[src/rtl/imem_arbiter.sv]
// Arbitrates the single 64-bit memory port between Icache fetches and Dcache loads/stores,
// tracks tag ownership and routes returned load data back to its requester.
module imem_arbiter #(
    parameter int unsigned NUM_TAGS     = 15,
    parameter int unsigned STARVE_LIMIT = 4
) (
    input  logic        clock,
    input  logic        reset,

    input  logic        icache_req_valid,
    input  logic [31:0] icache_req_addr,
    output logic        icache_req_ready,
    input  logic        icache_squash,
    output logic        icache_resp_valid,
    output logic [63:0] icache_resp_data,

    input  logic        dcache_req_valid,
    input  logic        dcache_req_store,
    input  logic [31:0] dcache_req_addr,
    input  logic [63:0] dcache_req_data,
    output logic        dcache_req_ready,
    output logic        dcache_resp_valid,
    output logic [63:0] dcache_resp_data,

    output logic [1:0]  proc2mem_command,
    output logic [31:0] proc2mem_addr,
    output logic [63:0] proc2mem_data,
    input  logic [3:0]  mem2proc_response,
    input  logic [63:0] mem2proc_data,
    input  logic [3:0]  mem2proc_tag,

    output logic [3:0]  outstanding_cnt,
    output logic        spurious_tag
);

    localparam logic [1:0] BUS_NONE  = 2'd0;
    localparam logic [1:0] BUS_LOAD  = 2'd1;
    localparam logic [1:0] BUS_STORE = 2'd2;
    localparam logic [2:0] STARVE_MAX = 3'(STARVE_LIMIT);

    // Owner encoding: 0 = Icache, 1 = Dcache
    logic [NUM_TAGS:1] valid_q, valid_d;
    logic [NUM_TAGS:1] owner_q, owner_d;
    logic [NUM_TAGS:1] squashed_q, squashed_d;
    logic [NUM_TAGS:1] squashed_eff;

    logic [2:0]  starve_q, starve_d;
    logic [3:0]  cnt_q, cnt_d;
    logic        spurious_q;
    logic        i_resp_valid_q, d_resp_valid_q;
    logic [63:0] i_resp_data_q, d_resp_data_q;

    logic grant_i, grant_d, accepted;
    logic alloc_load, alloc_owner;
    logic ret_live, ret_owner, ret_spurious;

    logic unused_addr_bits;
    assign unused_addr_bits = ^{icache_req_addr[2:0], dcache_req_addr[2:0]};

    // Grant: Dcache has priority unless the Icache has been starved long enough
    always_comb begin
        grant_i = 1'b0;
        grant_d = 1'b0;
        if (!reset) begin
            if (dcache_req_valid && (!icache_req_valid || starve_q != STARVE_MAX)) begin
                grant_d = 1'b1;
            end else if (icache_req_valid) begin
                grant_i = 1'b1;
            end
        end
    end

    assign accepted         = (mem2proc_response != 4'd0);
    assign icache_req_ready = grant_i && accepted;
    assign dcache_req_ready = grant_d && accepted;

    always_comb begin
        proc2mem_command = BUS_NONE;
        proc2mem_addr    = 32'd0;
        proc2mem_data    = 64'd0;
        if (grant_d) begin
            proc2mem_command = dcache_req_store ? BUS_STORE : BUS_LOAD;
            proc2mem_addr    = {dcache_req_addr[31:3], 3'b000};
            proc2mem_data    = dcache_req_store ? dcache_req_data : 64'd0;
        end else if (grant_i) begin
            proc2mem_command = BUS_LOAD;
            proc2mem_addr    = {icache_req_addr[31:3], 3'b000};
        end
    end

    assign alloc_load  = icache_req_ready || (dcache_req_ready && !dcache_req_store);
    assign alloc_owner = dcache_req_ready;

    // Squash marks first, then the return clears, then the new allocation lands
    always_comb begin
        squashed_eff = squashed_q | (icache_squash ? (valid_q & ~owner_q) : '0);
        valid_d      = valid_q;
        owner_d      = owner_q;
        squashed_d   = squashed_eff;
        ret_live     = 1'b0;
        ret_owner    = 1'b0;
        ret_spurious = 1'b0;

        if (mem2proc_tag != 4'd0) begin
            ret_spurious = 1'b1;
            for (int t = 1; t <= int'(NUM_TAGS); t++) begin
                if (int'(mem2proc_tag) == t && valid_q[t]) begin
                    ret_spurious  = 1'b0;
                    ret_owner     = owner_q[t];
                    ret_live      = !squashed_eff[t];
                    valid_d[t]    = 1'b0;
                    squashed_d[t] = 1'b0;
                end
            end
        end

        if (alloc_load) begin
            for (int t = 1; t <= int'(NUM_TAGS); t++) begin
                if (int'(mem2proc_response) == t) begin
                    valid_d[t]    = 1'b1;
                    owner_d[t]    = alloc_owner;
                    squashed_d[t] = 1'b0;
                end
            end
        end
    end

    always_comb begin
        cnt_d = 4'd0;
        for (int t = 1; t <= int'(NUM_TAGS); t++) begin
            cnt_d = cnt_d + 4'(valid_d[t]);
        end
    end

    always_comb begin
        starve_d = starve_q;
        if (!icache_req_valid || icache_req_ready) begin
            starve_d = 3'd0;
        end else if (dcache_req_ready && starve_q < STARVE_MAX) begin
            starve_d = starve_q + 3'd1;
        end
    end

    always_ff @(posedge clock) begin
        if (reset) begin
            valid_q        <= '0;
            owner_q        <= '0;
            squashed_q     <= '0;
            starve_q       <= 3'd0;
            cnt_q          <= 4'd0;
            spurious_q     <= 1'b0;
            i_resp_valid_q <= 1'b0;
            d_resp_valid_q <= 1'b0;
            i_resp_data_q  <= 64'd0;
            d_resp_data_q  <= 64'd0;
        end else begin
            valid_q        <= valid_d;
            owner_q        <= owner_d;
            squashed_q     <= squashed_d;
            starve_q       <= starve_d;
            cnt_q          <= cnt_d;
            spurious_q     <= spurious_q | ret_spurious;
            i_resp_valid_q <= ret_live && !ret_owner;
            d_resp_valid_q <= ret_live && ret_owner;
            if (ret_live && !ret_owner) begin
                i_resp_data_q <= mem2proc_data;
            end
            if (ret_live && ret_owner) begin
                d_resp_data_q <= mem2proc_data;
            end
        end
    end

    assign icache_resp_valid = i_resp_valid_q;
    assign icache_resp_data  = i_resp_data_q;
    assign dcache_resp_valid = d_resp_valid_q;
    assign dcache_resp_data  = d_resp_data_q;
    assign outstanding_cnt   = cnt_q;
    assign spurious_tag      = spurious_q;

endmodule
[config.mk]
export PLATFORM = sky130hd
export DESIGN_NAME = imem_arbiter
export DESIGN_NICKNAME = d
export VERILOG_FILES = /design/src/rtl/imem_arbiter.sv
export SDC_FILE = /design/constraint.sdc
export NUM_CORES = 1
export LEC_CHECK = 0
export ABC_AREA = 1
export BUFFER_PORTS_ARGS = -buffer_cell sky130_fd_sc_hd__buf_4
export CORE_AREA = 8 8 166 168
export DETAILED_ROUTE_END_ITERATION = 7
export DIE_AREA = 0 0 174 176
export GPL_ROUTABILITY_DRIVEN = 0
export PLACE_DENSITY = 0.7
export REMOVE_ABC_BUFFERS = 1
export SLEW_MARGIN = 10
export SYNTH_ARGS = -nofsm -noshare
export SYNTH_HDL_FRONTEND = slang
export SYNTH_SLANG_ARGS = --single-unit
[constraint.sdc]
create_clock -name clock -period 6.87 [get_ports clock]
set_input_delay 1.374 -clock clock [delete_from_list [all_inputs] [get_ports clock]]
set_output_delay 1.374 -clock clock [all_outputs]
set_load 0.01 [all_outputs]
After elaboration in Yosys (flattened, before gate mapping). Cells that the tools add are included.

Register bits: 183. Input bits: 206. Output and inout port bits: 235. Logic and storage cells: 261.

$add $sub $neg: 15. Order comparisons: 1. Equality and inequality tests: 31. Multiplexer cells: 125. Bitwise operators: 4. Reductions and logical operators: 61.

Operator list (count): two-way mux 64 bit (2); two-way mux 1 bit (114); two-way mux 15 bit (5); == test 4 bit (second input constant) (16); two-way mux 32 bit (2); adder 4 x 1 -> 4 bit (11); == test 4 x 3 -> 1 bit (second input constant) (8); AND reduction 2 bit (15); logical AND 1 bit (22); logical NOT 1 bit (18); == test 4 x 2 -> 1 bit (second input constant) (4); AND 15 bit (1); NOT 15 bit (1); OR 15 bit (1); == test 4 x 1 -> 1 bit (second input constant) (2); nonzero test 4 bit (2); adder 3 x 1 -> 4 bit (1); two-way mux 2 bit (2); adder 2 x 1 -> 3 bit (1); adder 3 x 1 -> 3 bit (second input constant) (1); logical OR 1 bit (3); less-than comparator 3 bit (second input constant) (1); != test 3 bit (second input constant) (1); adder 1 x 1 -> 2 bit (1); other kinds (2) (2).

Longest topological paths before layout.
Depth in word-level cells: 23. Gate-level depth with buffers: 24. Gate-level depth less buffers: 22.

Least setup slack after synthesis. No wires, ideal clock.

Path type: input to register. Start point: input reset. End point: register cnt_q[2] (netlist: outstanding_cnt[2]). Setup time: 0.128 ns. Arrival: 5.582 ns. Required time: 6.742 ns. Slack: 1.161 ns. Stages: 17. Buffers on the path: 2. Path through: clkbuf_1 > nor2_1 > inv_1 > o21ai_0 > clkbuf_1 > nand2_1 > inv_1 > a21oi_1 > fa_1 > fa_1 > fa_1 > fa_1 > inv_1 > fa_1 > fa_1 > xnor2_1 > nor2_1.

Longest elaborated chain between the ends: 19. Elaborated cells between the ends (all ways): 21. Classes of those cells: 14 x add/sub; 3 x mux; 4 x reduce/logical.

Ends and longest elaborated chain: start: declaration (RTL line 8) `input logic reset,`; two-way mux 1 bit (RTL line 64) `if (!reset) begin`; logical AND 1 bit (RTL line 75) `assign dcache_req_ready = grant_d && accepted;`; logical AND 1 bit (RTL line 91) `assign alloc_load = icache_req_ready || (dcache_req_ready && !dcache_req_store);`; logical OR 1 bit (RTL line 91); two-way mux 15 bit (RTL line 117) `if (alloc_load) begin`; adder 1 x 1 -> 2 bit (RTL line 131) `cnt_d = cnt_d + 4'(valid_d[t]);`; adder 2 x 1 -> 3 bit (RTL line 131); adder 3 x 1 -> 4 bit (RTL line 131); adder 4 x 1 -> 4 bit (11 in a row) (RTL line 131); end signal: assignment (RTL line 161) `cnt_q <= cnt_d;`; end: declaration (RTL line 48) `logic [3:0] cnt_q, cnt_d;`.

Parallel ways exist; a longest one is shown, timed or not. A chain may end at the register's enable or synchronous reset.

Worst setup path in the final report. Same ends and word-level chain as after synthesis.

==> impl_metrics.csv <==
group,metric,value,unit
status,status,"finished, final reports clean",
synthesis,synthesized_flop_and_latch_total,183,
global_route,grtUsageMet2,42.17,%
global_route,vias_in_the_first_global_route,9437,
detailed_routing,drt.antenna.violating_nets,0,
synthesis,synth_largest_type_area_fraction,39.83,%
critical_path,timing.critical_path.required,7.19,ns
timing,setup_repair_after_global_routing_missed_its_margin,"no",
detailed_routing,via_per_inst,4.919,
synthesis,synth_top_cells_by_area,"dfxtp_1, nor2_1, nand2_1, nand3_1, inv_1",
global_route,remaining_overflow_grt,0,
detailed_routing,detail_route.iter0.violations,921,
detailed_routing,wirelength,38710,um
timing,worst_slew_margin_rel,13.04,%
pwr,static-leakage-power,6.415,nW
die,total_i_o_pin_count,441,
die,num_rows,58,
global_route,global_route.usage.met1,26.57,%
critical_path,rr_worst_depth,19,
layout,layout-drive-gt1-share,28.60,%
clock_network,cts.repair.resized,0,
timing,setup_viol_count_final,0,
timing,final.min_clock_period,6.111,ns
timing,final_hold_viol_count,0,
die,initial_core_util,37.06,%
detailed_routing,wl_per_cell,18.40,um
synthesis,netlist.top_cell.by_area,"dfxtp_1",
synthesis,async_flop_share,0,%
clock_network,max-clock-path-buffers,2,
timing,post-route-worst-setup-slack,0.7595,ns
place,io_buffers,431,
critical_path,critical_path_class,"primary input to flop",
timing,finalClockSkew,0.01536,ns
synthesis,synth-warning-count,0,
place,dp_slack,0.3599,ns
timing,final_cycle_utilization_of_the_critical_path,88.95,%
timing,worst-slew-pin-transition,1.291,ns
layout,layout-area-overhead-vs-synth,43.29,%
detailed_routing,drt_first_pass_iters,7,
synthesis,synthCells,1393,
clock_network,tritoncts,"done",
global_route,grtUsageTotal,23.89,%
critical_path,worstPathArrival,6.43,ns
critical_path,cp_max_fo,26,
clock_network,tritoncts.num_buffers,17,
pwr,powerDensity,184.5,nW/um^2
critical_path,setup.worst_path.start_class,"primary input",
synthesis,count_of_flip_flops_with_a_built_in_enable_after_synthesis,0,
die,die_h,176,um
worst_hold_path,whs_path_depth,1,
die,coreArea,24820,um^2
clock_network,htree_num_levels,4,
die,die-area,30620,um^2
clock_network,postCtsHoldBufs,0,
pwr,p_total,2.432,mW
global_route,grt_max_degree,130,
synthesis,ys_dominant_reg_cell,"dfxtp_1",
clock_network,clkSlewWorstSetupHoldPaths,0.08,ns
worst_hold_path,worst_hold_path_type,"flop to flop",
global_route,use_met3,9.207,%
synthesis,synth.avg_cell_area,6.604,um^2
clock_network,cts_root_buffer,"clkbuf_16",
global_route,antenna_found_initial,1,
synthesis,ys_seq_area_share,39.83,%
clock_network,clock_sink_count,183,
place,dp.final_hpwl,30250,um
pwr,max-vdd-ir-drop,125.7,uV
timing,report.final.slew_viol_count,0,
layout,layout.cells.most_common,"buf_4",
synthesis,synth.lib_cells_used.distinct,38,
clock_network,insertion_delay,0.43,ns
global_route,grt_pass1_wl,57130,um
synthesis,synthesis.area,9199,um^2
flow_run,maxCapViolations,0,
clock_network,post-cts-setup-buffer-count,0,
global_route,gr-max-usage-layer,"met2",
detailed_routing,drc,0,
detailed_routing,vias,10350,
critical_path,critical_path_capture_point_type,"flop",
layout,nets,1981,
die,die-width,174,um
timing,highest_achievable_clock_rate,163.7,MHz
layout,layout.cells.most_common_list,"buf_4, nor2_1, nand2_1",
-- stage by stage --
| step | TNS [ns] | instance area, um^2 | utilization (%) | instances | hold WS (ns) |
|---|---|---|---|---|---|
| global placement | 0 | 12570 | 50.65 | 2072 | 0.4537 |
| finish | 0 | 13180 | 53.11 | 2104 | 0.4802 |
| detailed placement | 0 | 12570 | 50.65 | 2072 | 0.4671 |
| global route | 0 | 13180 | 53.11 | 2104 | 0.4999 |
| floorplan | -282.46 | 8763 | - | 1297 | 0.4459 |
| CTS | 0 | 13180 | 53.10 | 2103 | 0.4813 |
-- cell families after synthesis --
family                   Yosys count  synth area share, %
XOR/XNOR                           1              0.09523
AO/OA/AOI/OAI                    170                11.63
flip-flops                       183                39.83
buffers and inverters            261                11.47
AND/OR/NAND/NOR                  763                34.22
other                              1              0.04077
adder cells (fa/ha/maj)           14                2.720
-- path summary, 6_finish.rpt --
path	slack, ns	to	startpoint
setup / recovery	0.76	outstanding_cnt[2]	reset
hold / removal	0.48	spurious_tag	spurious_tag
setup reg to reg	1.22	outstanding_cnt[2]	starve_q[0]
hold reg to reg	0.48	spurious_tag	spurious_tag
-- per-layer routing --
metal | wire length, um | up-vias
li1 | - | 5141
met1 | 15310 | 4745
met2 | 19040 | 427
met3 | 3527 | 36
met4 | 833 | 0
met5 | 0 | -
-- sequential cells by signal, indices dropped and copies added (netlist names) --
register and cells:
icache_resp_valid 1, starve_q 3, owner_q 15, squashed_q 15, spurious_tag 1, dcache_resp_valid 1
icache_resp_data 64, outstanding_cnt 4, valid_q 15, dcache_resp_data 64
-- synth_stat cells, drive strengths merged, types with 7 or more instances --
cell and instances:
clkbuf 41, a21oi 98, nor3 7, a31o 10, dfxtp 183, a32o 29
nand2 270, buf 57, nand4 17, inv 162, nand3 146, fa 10
o21ai 21, nor2 315
-- final cells by class --
type,instances,area (um^2)
fillers,2516,11640
inverters,163,614.3
well taps,330,412.9
clock buffers,17,425.4
flip-flops and latches,183,3664
repair buffers,445,3366
diodes,1,2.502
multi-input cells,951,4514
clock inverters,14,182.7
-- power by group --
group,total (mW),switching [mW],internal (mW),leakage [nW]
sequential,1.08,0.00624,1.07,1.48
combinational,0.343,0.186,0.157,4.65
clock,1.01,0.485,0.526,0.293
-- worst max-delay path, stage by stage --
cell,delay [ns]
buf_4,0.22
nor2_2,0.17
inv_2,0.04
o21ai_0,0.98
nand2_1,0.27
inv_1,0.15
a21oi_1,0.09
fa_1,0.52
fa_1,0.57
fa_1,0.44
fa_1,0.49
inv_1,0.05
fa_1,0.41
fa_1,0.44
xnor2_1,0.15
nor2_1,0.05
Power figures use the tool's default switching activity.
